### src/rtl/axis_img_pkg.sv
// Shared definitions for the image-stream sink and source: FSM states,
// error-bit positions, header field layout and size limits.
package axis_img_pkg;

    typedef enum logic [1:0] {
        ST_IDLE   = 2'd0,
        ST_PIXELS = 2'd1,
        ST_DRAIN  = 2'd2,
        ST_DONE   = 2'd3
    } state_t;

    localparam int ERR_NO_SOF       = 0;
    localparam int ERR_BAD_HDR      = 1;
    localparam int ERR_EARLY_SOF    = 2;
    localparam int ERR_EOL_MISMATCH = 3;

    localparam int HDR_W_LSB = 0;
    localparam int HDR_W_MSB = 15;
    localparam int HDR_H_LSB = 16;
    localparam int HDR_H_MSB = 31;

    localparam int DEF_MAX_WIDTH  = 4096;
    localparam int DEF_MAX_HEIGHT = 4096;

    // A header is usable when both dimensions are non-zero and within limits.
    function automatic logic hdr_valid(input logic [15:0] w, input logic [15:0] h,
                                       input int max_w, input int max_h);
        return (w != 16'd0) && (h != 16'd0) &&
               (int'({16'd0, w}) <= max_w) && (int'({16'd0, h}) <= max_h);
    endfunction

endpackage

### src/rtl/img_xy_counter.sv
// Column/row position counter for a raster of width x height pixels.
// load restarts at (0,0); step advances one pixel, wrapping col into row.
module img_xy_counter #(
    parameter int CNT_W = 16
) (
    input  logic             clk,
    input  logic             resetn,
    input  logic             load,
    input  logic             step,
    input  logic [CNT_W-1:0] width,
    input  logic [CNT_W-1:0] height,
    output logic             last_col,
    output logic             last_pixel
);

    logic [CNT_W-1:0] col;
    logic [CNT_W-1:0] row;

    assign last_col   = (col == width - CNT_W'(1));
    assign last_pixel = last_col && (row == height - CNT_W'(1));

    // Position register: restart on load, otherwise advance on each step.
    always_ff @(posedge clk) begin
        if (!resetn) begin
            col <= '0;
            row <= '0;
        end else if (load) begin
            col <= '0;
            row <= '0;
        end else if (step) begin
            if (last_col) begin
                col <= '0;
                row <= row + CNT_W'(1);
            end else begin
                col <= col + CNT_W'(1);
            end
        end
    end

endmodule

### src/rtl/axis_image_sink.sv
// AXI-Stream image sink: checks header/line framing, counts frames and
// reports per-frame completion plus sticky error flags.
// Optional build macro AXIS_IMAGE_SINK_CHECKSUM_EN adds frame_checksum.
module axis_image_sink
    import axis_img_pkg::*;
#(
    parameter int C_AXIS_TDATA_WIDTH = 32,
    parameter int MAX_WIDTH          = DEF_MAX_WIDTH,
    parameter int MAX_HEIGHT         = DEF_MAX_HEIGHT,
    parameter int CNT_W              = 16
) (
    input  logic                          clk,
    input  logic                          resetn,
    input  logic                          s00_axis_tvalid,
    output logic                          s00_axis_tready,
    input  logic [C_AXIS_TDATA_WIDTH-1:0] s00_axis_tdata,
    input  logic [3:0]                    s00_axis_tstrb,
    input  logic                          s00_axis_tlast,
    input  logic                          s00_axis_tuser,
    output logic                          frame_done,
    output logic                          frame_ok,
    output logic [CNT_W-1:0]              frame_width,
    output logic [CNT_W-1:0]              frame_height,
    output logic [CNT_W-1:0]              frame_count,
    output logic [3:0]                    err_status,
    input  logic                          err_clr
`ifdef AXIS_IMAGE_SINK_CHECKSUM_EN
    ,
    output logic [31:0]                   frame_checksum
`endif
);

    state_t      state;
    logic        hs;
    logic        hdr_good;
    logic [15:0] hdr_w;
    logic [15:0] hdr_h;
    logic        load;
    logic        step;
    logic        last_col;
    logic        last_pixel;
    logic        eol_bad;
    logic [3:0]  err_set;
    logic        unused_strb;

    assign unused_strb = ^s00_axis_tstrb;

    assign hs       = s00_axis_tvalid && s00_axis_tready;
    assign hdr_w    = s00_axis_tdata[HDR_W_MSB:HDR_W_LSB];
    assign hdr_h    = s00_axis_tdata[HDR_H_MSB:HDR_H_LSB];
    assign hdr_good = hdr_valid(hdr_w, hdr_h, MAX_WIDTH, MAX_HEIGHT);
    assign eol_bad  = (s00_axis_tlast != last_col);

    // A header beat is honoured in every state that accepts beats.
    assign load = hs && s00_axis_tuser && hdr_good;
    assign step = hs && (state == ST_PIXELS) && !s00_axis_tuser;

    // Error events detected on the current handshake.
    always_comb begin
        err_set                   = '0;
        err_set[ERR_NO_SOF]       = hs && (state == ST_IDLE) && !s00_axis_tuser;
        err_set[ERR_BAD_HDR]      = hs && s00_axis_tuser && !hdr_good;
        err_set[ERR_EARLY_SOF]    = hs && (state == ST_PIXELS) && s00_axis_tuser;
        err_set[ERR_EOL_MISMATCH] = step && eol_bad;
    end

    img_xy_counter #(
        .CNT_W(CNT_W)
    ) u_xy (
        .clk       (clk),
        .resetn    (resetn),
        .load      (load),
        .step      (step),
        .width     (frame_width),
        .height    (frame_height),
        .last_col  (last_col),
        .last_pixel(last_pixel)
    );

    // Framing FSM with registered handshake, status and counter outputs.
    // Every in-frame error ends the frame on the spot, so the frame outcome
    // is fully known at the handshake that closes it.
    always_ff @(posedge clk) begin
        if (!resetn) begin
            state           <= ST_IDLE;
            s00_axis_tready <= 1'b0;
            frame_done      <= 1'b0;
            frame_ok        <= 1'b0;
            frame_width     <= '0;
            frame_height    <= '0;
            frame_count     <= '0;
            err_status      <= '0;
        end else begin
            s00_axis_tready <= 1'b1;
            frame_done      <= 1'b0;
            frame_ok        <= 1'b0;
            err_status      <= (err_clr ? 4'd0 : err_status) | err_set;
            if (load) begin
                frame_width  <= CNT_W'(hdr_w);
                frame_height <= CNT_W'(hdr_h);
            end
            case (state)
                ST_IDLE, ST_DRAIN: begin
                    if (hs && s00_axis_tuser) begin
                        state <= hdr_good ? ST_PIXELS : ST_IDLE;
                    end
                end
                ST_PIXELS: begin
                    if (hs) begin
                        if (s00_axis_tuser) begin
                            frame_done <= 1'b1;
                            state      <= hdr_good ? ST_PIXELS : ST_IDLE;
                        end else if (eol_bad) begin
                            frame_done <= 1'b1;
                            state      <= ST_DRAIN;
                        end else if (last_pixel) begin
                            frame_done      <= 1'b1;
                            frame_ok        <= 1'b1;
                            frame_count     <= frame_count + CNT_W'(1);
                            s00_axis_tready <= 1'b0;
                            state           <= ST_DONE;
                        end
                    end
                end
                ST_DONE: begin
                    state <= ST_IDLE;
                end
                default: begin
                    state <= ST_IDLE;
                end
            endcase
        end
    end

`ifdef AXIS_IMAGE_SINK_CHECKSUM_EN
    // Running pixel sum, restarted by each accepted header and held afterwards.
    always_ff @(posedge clk) begin
        if (!resetn) begin
            frame_checksum <= '0;
        end else if (load) begin
            frame_checksum <= '0;
        end else if (step) begin
            frame_checksum <= frame_checksum + s00_axis_tdata[31:0];
        end
    end
`endif

endmodule

### config.mk
export PLATFORM = sky130hd
export DESIGN_NAME = axis_image_sink
export DESIGN_NICKNAME = d
export VERILOG_FILES = /design/src/rtl/axis_img_pkg.sv /design/src/rtl/img_xy_counter.sv /design/src/rtl/axis_image_sink.sv
export SDC_FILE = /design/constraint.sdc
export NUM_CORES = 1
export LEC_CHECK = 0
export CAP_MARGIN = 0
export CORE_MARGIN = 3
export CORE_UTILIZATION = 45
export CTS_CLUSTER_SIZE = 8
export DETAILED_ROUTE_END_ITERATION = 10
export PLACE_DENSITY = 0.69
export SYNTH_ARGS = -nofsm -noshare
export SYNTH_HDL_FRONTEND = slang
export SYNTH_SLANG_ARGS = --single-unit
### constraint.sdc
create_clock -name clk -period 5.18 [get_ports clk]
set_clock_uncertainty 0.2 [all_clocks]
set_input_delay 1.554 -clock clk [delete_from_list [all_inputs] [get_ports clk]]
set_output_delay 1.554 -clock clk [all_outputs]
set_load 0.01 [all_outputs]
==> impl_results.md <==
- Area after DPL: 6060 µm²
- Dominant cell type by area after synthesis: dfxtp_1
- Count of final hold-check violations: 0
- Critical path buffers and inverters: 1
- Ant diodes: 0
- Crit path time final: around 4300 ps
- Yosys reg bits: 89
- Port Buf Inserts: 92
- CTS Buf Count: 9
- Largest buffer count on any clock path: 2
- Maxcap violations: 0
- Sequential cell area: 1780 µm²
- Root Driver: clkbuf_16
- Type of origin of the critical path: flip-flop
- Setup violators final: 0
- Yosys cell types: 60
- Post-route DRC: 0
- Non-filler instance count after layout: 841
- Avg Vias per Cell: 5.78
- Most used cell, CP: or4b_4
- Vias in the first global route: 4,690
- CP delay by family, top: simple AND/OR/NAND/NOR gates
- Core area: 10,900 µm²
- Leak Pwr: 2.26 nW
- Mapped cell area: 5070 µm²
- Die ar.: 12,600 µm²
- Final worst slack: between 900 and 1000 ps
- EDFF count, synth: 0
- Power Dens Cells: 221 nW/µm²
- Largest net degree at the start of global routing: 65
- Design Power: 1.41 mW
- Min-delay src: frame_count[15]
- DP HPWL: 10,400 µm
- Outcome: finished clean
- Clk slew on worst S/H paths: about 70 ps
- Layout area overhead: 25.4%
- Maximum clock rate: 234 MHz
- Quantity of gates resized following cts: 0
- Final wirelength: 14,000 µm
- Nets@finish: about 740
- Vias: 4,857
- Max Slew Vio Count: 0
- 1st-iter DRT viols: 244
- Most common cell after layout, fill and taps aside: clkdlybuf4s50_1
- Global-route wire length before repair: 22,900 µm
- Drt first pass iters: 4
- Worst hold slack: 275 ps
- Post-layout util: 0.581
- GRT overflow: 0
- Most frequent cells in the layout: clkdlybuf4s50_1 (91), dfxtp_1 (89), nand2_1 (87)
- Die width: roughly 110 µm
- Routed len/inst: 16.6 µm
- Worst Setup SP: frame_width[0]
- Largest stage delay, worst path: 720 ps
- Worst-margin pin slew: 679 ps
- # rows: 38
- HP Class: reg -> reg
- # IOs: 97
- CTS H-tree lvls: 3
- Final period util: 0.826
- Post-CTS Setup Inserts: 0
- Slowest library cell on the worst path: or4b_4
- Clk_lat worst skew: 340 ps
- Fillers: 1,024
- Layout cells sized above 1: 0.0556
- Relative slew slack: 0.543
- RSZ-0062 raised after global routing: no
- R2r startpoint: frame_width[0]
- Ys async rst share: 0
- VDD IR max: 160 µV
- Post-synthesis sequential area ratio: 0.351
- Synth area leaders: dfxtp_1 (35%), nand2_1 (6.4%), xnor2_1 (6.2%), xor2_1 (5.2%), a21boi_0 (3.8%)
- CP endpoint kind: flip-flop
- WP data required: 5200 ps
- GRT Resource Usage Total: 0.221
- Hold-fix buffers, CTS: 0
- Setup_tns: 0 ps
- CTS tree: built
- Num Clock Sinks: 89
- Syn nets: 664
- Place WS: 883 ps
- CP Data Arrival Time: 4300 ps
- Placed insts: 826
- Cell count after synthesis: ~620
- Syn Area/Cell: around 8.2 µm²
- Main synth FF type: dfxtp_1
- Worst path cell trace: inv_1 > ha_1 > or4b_4 > or4b_1 > a211oi_2 > a211oi_1 > or4_4 > or4b_4 > o311ai_1 > o41ai_1
- Area of the multi-input gates: 3090 µm²
- Antenna Nets Post-Route: 0
- Initial Utilization: 0.464
- Crit Path Category: reg -> reg
- Critical-path maximum fanout: 29
- Post-synth top area share: 0.351
- Design area: around 6400 µm²
- Synth warn: 0
- Initial antenna violation count: 0
- Die Span Y: 112 µm
- Gpl congestion: just under 0.9
==> worst min-delay path: stages, from the launching register on <==
cell and delay, ps:
dfxtp_1 320, nand2_1 50, mux2i_1 50
==> area by class of cell <==
cell class                 count  share of cell area
inverter                      14             0.00826
clock buffer                  11              0.0382
timing repair buffer          98               0.151
clock inverter                 4             0.00826
multi-input combinational    485               0.486
tap                          140              0.0275
sequential                    89               0.280
==> synth_stat cells, drive strengths merged (2+ instances only) <==
cell,instances
dfxtp,89
nand2,87
nor2,47
xnor2,36
nand3,30
xor2,30
a21boi,26
and3,22
clkbuf,22
nor4,22
nor3,20
nand2b,19
inv,14
nand4,13
a21oi,9
and2,9
o21ai,9
o311ai,9
o41ai,9
mux2i,8
or3,8
buf,7
o211ai,7
o31ai,6
a211oi,5
ha,5
nor2b,5
or4,5
o22ai,4
or4b,4
a31o,3
o31a,3
or2,3
nor4b,2
o211a,2
o21a,2
o221ai,2
==> routing by layer <==
metal	routed length (µm)	global-route usage	part of all wire
met4	215	0.0721	0.015
met5	0	0	0
met3	707	0.0474	0.051
met2	6710	0.360	0.48
met1	6350	0.294	0.45
==> path summary, 6_finish.rpt <==
kind	slack, ps	endpoint	depth (start not counted)
worst min-delay path	280	frame_count[15]	2
worst max-delay path	900	frame_count[9]	10
worst min register to register	280	frame_count[15]	2
worst max register to register	900	frame_count[9]	10
==> state kept, by name, indices dropped and copies added, names as in the netlist <==
signal	count
err_status	4
frame_count	16
frame_done	1
frame_height	16
frame_ok	1
frame_width	16
s00_axis_tready	1
state	2
u_xy.col	16
u_xy.row	16
==> cell families (layout without fill, tap and decap cells) <==
family                   Yosys count  in the layout  synth area share
buffers and inverters             43            127            0.0385
XOR/XNOR                          66             66             0.114
flip-flops                        89             89             0.351
multiplexers                       9              9            0.0180
AND/OR/NAND/NOR                  301            301             0.311
adder cells (fa/ha/maj)            5              5            0.0123
AO/OA/AOI/OAI                    104            104             0.154
==> power breakdown <==
part	total [mW]	switching (mW)	internal, mW
clock network	0.656	0.269	0.386
registers	0.686	0.000857	0.685
logic	0.0644	0.0295	0.0349
Power figures use the tool's default switching activity.
